$ cat config.mk
export PLATFORM = sky130hd
export DESIGN_NAME = multi_offset_generator
export DESIGN_NICKNAME = d
export VERILOG_FILES = /design/src/rtl/multi_offset_generator.sv
export SDC_FILE = /design/constraint.sdc
export NUM_CORES = 2
export LEC_CHECK = 0
export ABC_AREA = 1
export CORE_ASPECT_RATIO = 0.5
export CORE_MARGIN = 1
export CORE_UTILIZATION = 40
export CTS_CLUSTER_SIZE = 40
export DETAILED_ROUTE_END_ITERATION = 6
export PLACE_DENSITY = 0.66
export RECOVER_POWER = 50
export REMOVE_ABC_BUFFERS = 1
export SYNTH_ARGS = -nofsm -noshare
export SYNTH_HDL_FRONTEND = slang
export SYNTH_SLANG_ARGS = --single-unit
$ cat constraint.sdc
create_clock -name clock -period 8.6 [get_ports clock]
set_clock_uncertainty 0.15 [all_clocks]
set_input_delay 1.72 -clock clock [delete_from_list [all_inputs] [get_ports clock]]
set_output_delay 1.72 -clock clock [all_outputs]
set_load 0.05 [all_outputs]
$ cat src/rtl/multi_offset_generator.sv
// Multi-channel address offset generator: round-robin channels, each confined to
// its own io_range-byte region, linear-stride or LFSR-random offsets on a valid/ready stream.
module multi_offset_generator #(
  parameter int unsigned WIDTH  = 32,
  parameter int unsigned MAX_CH = 8,
  parameter int unsigned CNT_W  = 32,
  localparam int unsigned CH_W  = (MAX_CH > 1) ? $clog2(MAX_CH) : 1
) (
  input  logic             clock,
  input  logic             reset,
  input  logic             io_start,
  input  logic             io_stop,
  input  logic [7:0]       io_num,
  input  logic [WIDTH-1:0] io_range,
  input  logic [WIDTH-1:0] io_step,
  input  logic             io_mode,
  input  logic [31:0]      io_seed,
  input  logic [CNT_W-1:0] io_total,
  output logic             io_out_valid,
  input  logic             io_out_ready,
  output logic [WIDTH-1:0] io_out_offset,
  output logic [CH_W-1:0]  io_out_channel,
  output logic             io_busy,
  output logic             io_done
);

  localparam int unsigned NUM_W     = $clog2(MAX_CH + 1);
  localparam logic [0:0]  S_IDLE    = 1'b0;
  localparam logic [0:0]  S_RUN     = 1'b1;
  localparam logic [31:0] LFSR_TAPS = 32'h8020_0003;
  localparam logic [31:0] LFSR_INIT = 32'h0000_0001;

  logic [0:0]       state_q, state_d;
  logic [NUM_W-1:0] num_q, num_d;
  logic [WIDTH-1:0] range_q, range_d;
  logic [WIDTH-1:0] step_q, step_d;
  logic             mode_q, mode_d;
  logic [CNT_W-1:0] total_q, total_d;
  logic [CNT_W-1:0] issued_q, issued_d;
  logic [CH_W-1:0]  channel_q, channel_d;
  logic [31:0]      lfsr_q, lfsr_d;
  logic [WIDTH-1:0] offset_q, offset_d;
  logic             done_q, done_d;
  logic [WIDTH-1:0] cursor_q [MAX_CH];
  logic [WIDTH-1:0] cursor_d [MAX_CH];

  logic             xfer;
  logic             last_xfer;
  logic [NUM_W-1:0] ch_inc;
  logic [WIDTH:0]   cur_sum;
  logic [WIDTH-1:0] off_base;
  logic [WIDTH-1:0] off_local;

  // Galois right-shift form of x^32+x^22+x^2+x+1
  function automatic logic [31:0] lfsr_step(input logic [31:0] v);
    return (v >> 1) ^ (v[0] ? LFSR_TAPS : 32'h0);
  endfunction

  assign io_out_valid   = state_q[0];
  assign io_busy        = state_q[0];
  assign io_out_offset  = offset_q;
  assign io_out_channel = channel_q;
  assign io_done        = done_q;

  // Next-state, datapath update and next offset presentation
  always_comb begin
    state_d   = state_q;
    num_d     = num_q;
    range_d   = range_q;
    step_d    = step_q;
    mode_d    = mode_q;
    total_d   = total_q;
    issued_d  = issued_q;
    channel_d = channel_q;
    lfsr_d    = lfsr_q;
    done_d    = 1'b0;
    cursor_d  = cursor_q;
    xfer      = (state_q == S_RUN) && io_out_ready;
    last_xfer = (total_q != '0) && ((issued_q + CNT_W'(1)) == total_q);
    ch_inc    = NUM_W'(channel_q) + NUM_W'(1);
    cur_sum   = {1'b0, cursor_q[channel_q]} + {1'b0, step_q};
    off_base  = '0;
    off_local = '0;

    case (state_q)
      S_IDLE: begin
        if (!io_stop && io_start && (io_num != 8'd0)) begin
          num_d     = (io_num > 8'(MAX_CH)) ? NUM_W'(MAX_CH) : NUM_W'(io_num);
          range_d   = io_range;
          step_d    = io_step;
          mode_d    = io_mode;
          total_d   = io_total;
          issued_d  = '0;
          channel_d = '0;
          for (int unsigned i = 0; i < MAX_CH; i++) begin
            cursor_d[i] = '0;
          end
          if (io_seed != 32'h0) begin
            lfsr_d = io_seed;
          end
          state_d = S_RUN;
        end
      end
      S_RUN: begin
        if (xfer) begin
          issued_d  = issued_q + CNT_W'(1);
          channel_d = (ch_inc >= num_q) ? '0 : CH_W'(ch_inc);
          if (mode_q) begin
            lfsr_d = lfsr_step(lfsr_q);
          end else if (cur_sum >= {1'b0, range_q}) begin
            cursor_d[channel_q] = '0;
          end else begin
            cursor_d[channel_q] = cur_sum[WIDTH-1:0];
          end
          if (last_xfer) begin
            state_d = S_IDLE;
            done_d  = !io_stop;
          end
        end
        if (io_stop) begin
          state_d = S_IDLE;
        end
      end
      default: state_d = S_IDLE;
    endcase

    // Offset is computed from next-state values so it is ready in the cycle after a transfer
    off_base = WIDTH'(channel_d) * range_d;
    if (mode_d) begin
      off_local = WIDTH'(lfsr_d) & (range_d - WIDTH'(1)) & ~(step_d - WIDTH'(1));
    end else begin
      off_local = cursor_d[channel_d];
    end
    offset_d = off_base + off_local;
  end

  always_ff @(posedge clock) begin
    if (reset) begin
      state_q   <= S_IDLE;
      num_q     <= '0;
      range_q   <= '0;
      step_q    <= '0;
      mode_q    <= 1'b0;
      total_q   <= '0;
      issued_q  <= '0;
      channel_q <= '0;
      lfsr_q    <= LFSR_INIT;
      offset_q  <= '0;
      done_q    <= 1'b0;
      for (int unsigned i = 0; i < MAX_CH; i++) begin
        cursor_q[i] <= '0;
      end
    end else begin
      state_q   <= state_d;
      num_q     <= num_d;
      range_q   <= range_d;
      step_q    <= step_d;
      mode_q    <= mode_d;
      total_q   <= total_d;
      issued_q  <= issued_d;
      channel_q <= channel_d;
      lfsr_q    <= lfsr_d;
      offset_q  <= offset_d;
      done_q    <= done_d;
      for (int unsigned i = 0; i < MAX_CH; i++) begin
        cursor_q[i] <= cursor_d[i];
      end
    end
  end

endmodule
## After elaboration in Yosys (flattened, before gate mapping)

Cells that the tools add are included.

- $add $sub $neg: 6
- Multipliers: 1
- Magnitude comparators: 6
- Equal/unequal tests: 3
- Mux-type cells: 40
- Bitwise operators: 11
- Reductions and logical operators: 12

Operators by type and width:

| kind | count |
|---|---|
| $mux W256 | 4 |
| $mux W32 | 17 |
| $pmux W256 S2 | 1 |
| $and A256 B256 Y256 | 1 |
| $bwmux W256 | 1 |
| $not A256 Y256 | 1 |
| $bmux W32 S3 | 2 |
| $pmux W32 S2 | 2 |
| $demux W32 S3 | 1 |
| $and A32 B32 Y32 | 2 |
| $reduce_bool A32 Y1 | 2 |
| $sub A32 B1 Y32 const B | 2 |
| $add A32 B32 Y33 | 1 |
| $ge A33 B32 Y1 | 1 |
| $add A32 B1 Y32 const B | 1 |
| $add A32 B32 Y32 | 1 |
| $eq A32 B32 Y1 | 1 |
| $mul A3 B32 Y32 | 1 |
| $not A32 Y32 | 1 |
| $xor A31 B32 Y32 | 1 |
| $mux W3 | 3 |
| $ge A4 B4 Y1 const B | 2 |
| $gt A8 B4 Y1 const B | 1 |
| $not A3 Y4 | 2 |
| other kinds (15) | 27 |

- Register bits: 458
- Bits of input ports: 142
- Output and inout port bits: 38

## Logic depth before layout (Yosys ltp)

- Word-level depth: 16
- Depth in mapped cells: 65
- Depth with buffers taken out: 62

## Worst setup path before layout

Ideal clock, no wire load.

- Kind: reg2reg
- Start: register channel_q[0] (netlist: io_out_channel[0])
- End: register offset_q[27] (netlist: io_out_offset[27])
- Arrival: 8.735 ns
- Required time: 8.327 ns
- Slack: -0.408 ns
- Stages on the path, launching flop included: 60
- Buffers on the path: 4
- Period minus slack after synthesis: 9.008 ns
- Cell sequence: dfxtp_1 > inv_1 > nor3_1 > inv_1 > clkbuf_1 > clkbuf_1 > o22ai_1 > a21oi_1 > o2111ai_1 > ha_1 > nand3_1 > nand3_1 > a21oi_2 > inv_1 > a21o_1 > a21oi_1 > or2_2 > and2_1 > [24 not listed] > inv_1 > fa_1 > inv_1 > nand3_1 > nand2_1 > a21boi_0 > o21ai_0 > a21boi_0 > o21ai_0 > a21oi_1 > o21ai_0 > nand2_1 > nand2_1 > nand2_1 > nand2_1 > a21boi_0 > o21ai_0 > a21oi_1

- Word-level cells in the longest chain between the ends: 16

Ends and longest elaborated chain:

| what | line | RTL |
|---|---|---|
| start, declared | 40 | `logic [CH_W-1:0] channel_q, channel_d;` |
| start signal, assigned | 161 | `channel_q <= channel_d;` |
| parallel branches: the longest is 15 deep, another holds $add A32 B32 Y33 | n/a |  |
| $add A32 B32 Y32 (*) | 134 | `offset_d = off_base + off_local;` |
| end signal, assigned | 163 | `offset_q <= offset_d;` |
| end, declared | 42 | `logic [WIDTH-1:0] offset_q, offset_d;` |

Mark *: on every way between the ends. The select of a mux whose other input is x is not followed.
A chain may end at the register's enable or synchronous reset.

## Final worst setup path

- Start: register channel_q[2] (netlist: io_out_channel[2])
- End: register offset_q[27] (netlist: io_out_offset[27])

Same word-level chain as after synthesis.

==> run_results.csv <==
group,metric,value,unit
sta,drv_slew,56,
clock_network,clk_path_buf_depth,3,
route,vias,41400,
sta,max_freq,117,MHz
global_route,antenna_found_initial,6,
route,drt_pass1_iterations,7,
synthesis,syn-cell-area,33400,um2
floorplanning,fp.dieH,206,um
global_route,grt_pass1_vias,38100,
clock_network,cts_tree,"done",
setup_path,rr_worst_depth,56,
synthesis,synth_top_area_share,0.275,
synthesis,synth.avg_cell_area,6.26,um2
pwr,leakagePower,20.5,nW
setup_path,regToRegSetupSlack,0.03,ns
sta,rsz0062_at_grt,"yes",
global_route,grtUsageTotal,0.380,
pwr,pwr-share-seq,0.353,
global_route,grt_overflow_total,0,
route,wire_per_inst,23.2,um
final_layout,area_delta_synth_final,36.1,%
floorplanning,row_count,74,
worst_hold_path,hold_class,"flop to flop",
route,totalWireLength,167,mm
floorplanning,die_area,84600,um2
place,dpl.hpwl,119,mm
clock_network,cts_made_buffers,48,
setup_path,r2r-end,"io_out_offset[27]",
final_layout,final_util,0.553,
pwr,p_clk_frac,0.364,
setup_path,cp-start-kind,"flop",
clock_network,path_clk_slew,0.07,ns
pwr,switching_share,0.350,
sta,worst_pin_slew,2.14,ns
setup_path,cp_num_buf_inv,15,
floorplanning,start_util,0.406,
setup_path,worstSetupPathType,"flop to flop",
sta,slew_headroom,-0.425,
global_route,grt_first_pass_wirelength,242,mm
sta,setup_viol,0,
route,drc,13,
clock_network,h-tree-depth,2,
floorplanning,fp.coreArea,82100,um2
setup_path,cp_max_fo,11,
status,status,"finished with violations",
setup_path,crit_required,9.00,ns
route,antenna_left,0,
sta,hold_viol_final,0,
clock_network,clk-insertion-delay-late,0.67,ns
setup_path,crit_slowest_cell,"ha_1",
floorplanning,fp.dieW,410,um
final_layout,drive_gt1_frac,0.205,
pwr,powerDensity,143,nW/um2
synthesis,synth_edf_count,0,
setup_path,critical_path_arrival,8.97,ns
pwr,peakVddDrop,0.000151,V
place,dp.cells,7032,
worst_hold_path,hold_start,"num_q[2]",
sta,layout_worst_path_cycle_share,0.997,
setup_path,crit_path_max_incr_delay,0.53,ns
final_layout,final_cells,7197,
setup_path,timing.rr.start,"io_out_channel[2]",
pwr,finalPower,6.51,mW
worst_hold_path,min_to,"num_q[2]",
synthesis,netlist_top_cells_area,"dfxtp_1 27%, nand2_1 13%, o21ai_0 10%, nor2_1 7.0%, inv_1 6.6%",
floorplanning,io_pins,180,
pwr,intPower,4.23,mW
global_route,grt_max_degree,190,
pwr,p_switching,2.28,mW
route,first_iter_violations,5412,
pwr,p_comb_frac,0.283,
place,gp_congestion,1.00,
final_layout,fill_cells,7974,
sta,post-route-min-period,8.57,ns
place,portBuffers,179,
setup_path,crit_top_cell,"nand2_1",
synthesis,synth-seq-cells,458,
synthesis,synth_top_cell_by_area,"dfxtp_1",
clock_network,cts.sinks,458,
route,vias_per_cell,5.75,
flow_run,cap_violations,1,
setup_path,end_kind,"flop",
final_layout,final_nets,6363,
clock_network,cts_root_buffer,"clkbuf_16",
synthesis,ys_warn_count,0,
worst_hold_path,hold-path-cell-count,2,
status,violations,"design-rule violations, max-capacitance violations, max-slew violations",
synthesis,ys_async_sr_fraction,0,
synthesis,syn_inst,5325,
final_layout,post-route-cell-area,45400,um2
clock_network,hold_buffers,0,
synthesis,yosysUniqueCellTypes,63,
place,dpl-instance-area,41200,um2
synthesis,synthFlopType,"dfxtp_1",
setup_path,crit_family,"compound AO/OA/AOI/OAI gates",
synthesis,yosysSeqAreaShare,0.275,
-- synthesized netlist by cell type, drive strengths merged, types with 2 or more instances --
| library cell | count |
|---|---|
| nand2 | 1201 |
| o21ai | 721 |
| nor2 | 632 |
| inv | 609 |
| dfxtp | 458 |
| a21oi | 327 |
| nand3 | 320 |
| clkbuf | 241 |
| ha | 105 |
| xor2 | 84 |
| nand4 | 70 |
| nor3 | 66 |
| fa | 60 |
| buf | 59 |
| o211ai | 45 |
| o22ai | 42 |
| or2 | 34 |
| a221oi | 30 |
| a22oi | 30 |
| o2111ai | 27 |
| o21a | 20 |
| nor4 | 19 |
| a21o | 17 |
| mux2i | 12 |
| a211oi | 11 |
| a31oi | 11 |
| xnor2 | 11 |
| clkinv | 10 |
| a32o | 7 |
| a21boi | 6 |
| a32oi | 6 |
| nand3b | 6 |
| and2 | 4 |
| o21bai | 4 |
| a2111oi | 3 |
| a31o | 3 |
| nor3b | 2 |
| o221ai | 2 |
| o311ai | 2 |
| o31ai | 2 |
-- flip-flops by register name, indices dropped and copies added (netlist names) --
| signal | flops |
|---|---|
| range_q | 32 |
| cursor_q | 256 |
| io_out_channel | 3 |
| lfsr_q | 32 |
| total_q | 32 |
| io_done | 1 |
| mode_q | 1 |
| io_busy | 1 |
| num_q | 4 |
| step_q | 32 |
| io_out_offset | 32 |
| issued_q | 32 |
-- cells by family after synthesis --
group           share of synthesized area
flops                               0.275
simple gates                        0.293
mux                               0.00360
xor+xnor                           0.0249
compound gates                      0.222
fa+ha+maj                          0.0754
buf+inv                             0.106
-- power by group through the flow --
stage | clock network (mW) | registers, mW | logic, mW
after floorplan | 0 | 2.36 | 0.801
final | 2.37 | 2.30 | 1.84
after CTS | 2.39 | 2.30 | 1.72
after global routing | 2.47 | 2.31 | 1.97
after global placement | 0 | 2.34 | 1.64
after detailed placement | 0 | 2.34 | 1.65
-- worst min-delay path, stage by stage, from the launching register on --
cell     delay [ns]
dfxtp_1        0.31
nand2_1        0.06
a21oi_1        0.06
-- cells in the final DEF (no fill, tap or decap), types with 34 or more instances in the layout --
cell             instances
ha_4                    34
ha_1                    69
a21oi_2                 44
nor2_1                 607
clkbuf_16               48
nand2_2                 38
dlygate4sd3_1           40
nand4_1                 70
o211ai_1                45
dfxtp_1                454
clkdlybuf4s50_1        138
inv_1                  574
nand2_1               1154
buf_4                  709
a21oi_1                280
o21ai_1                 60
fa_1                    58
nand3_1                285
o22ai_1                 38
o21ai_0                629
nor3_1                  47
buf_6                   35
xor2_1                  72
-- per-layer routing --
| metal | share of wire | global-route usage |
|---|---|---|
| met2 | 0.41 | 0.560 |
| met3 | 0.14 | 0.134 |
| met4 | 0.046 | 0.157 |
| met1 | 0.41 | 0.501 |
| met5 | 0.00010 | 0 |
-- worst max path at each step --
stage                      start           endpoint  slack (ns)  cells after the start
2_1_floorplan            io_busy  io_out_offset[27]       -8.59                     26
3_3_place_gp   io_out_channel[0]  io_out_offset[27]       -1.43                     55
3_5_place_dp   io_out_channel[1]  io_out_offset[27]       -1.31                     66
4_1_cts        io_out_channel[1]  io_out_offset[22]       0.006                     63
5_1_grt        io_out_channel[2]  io_out_offset[28]       -0.41                     63
6_report       io_out_channel[2]  io_out_offset[27]        0.03                     56
-- area by class of cell --
cell class / instances / area (um2) / share of cell area
clock buffers: 61 / 1310 / 0.0289
multi-input cells: 3948 / 22500 / 0.495
inverters: 619 / 2370 / 0.0522
flip-flops and latches: 458 / 9180 / 0.202
well taps: 1102 / 1380 / 0.0304
diodes: 2 / 5.00 / 0.000110
repair buffers: 981 / 8290 / 0.183
clock inverters: 26 / 373 / 0.00821
-- through the flow --
stage	setup TNS [ns]	setup slack (ns)	hold WS, ns
detailed placement	-17.91	-1.31	0.310
floorplan	-373.72	-8.59	0.289
global route	-5.24	-0.406	0.334
finish	0	0.0254	0.325
CTS	0	0.00611	0.322
global placement	-19.10	-1.43	0.305
-- timing repair --
action / 4_1_cts / 5_1_grt
endpoints found under the hold margin: 0 / 0
buffers inserted: 48 / 31
endpoints found under the setup margin: 25 / 23
pin swaps: 52 / 94
resized for setup: 236 / 273
Note: power is estimated with default switching activity, not from simulation.
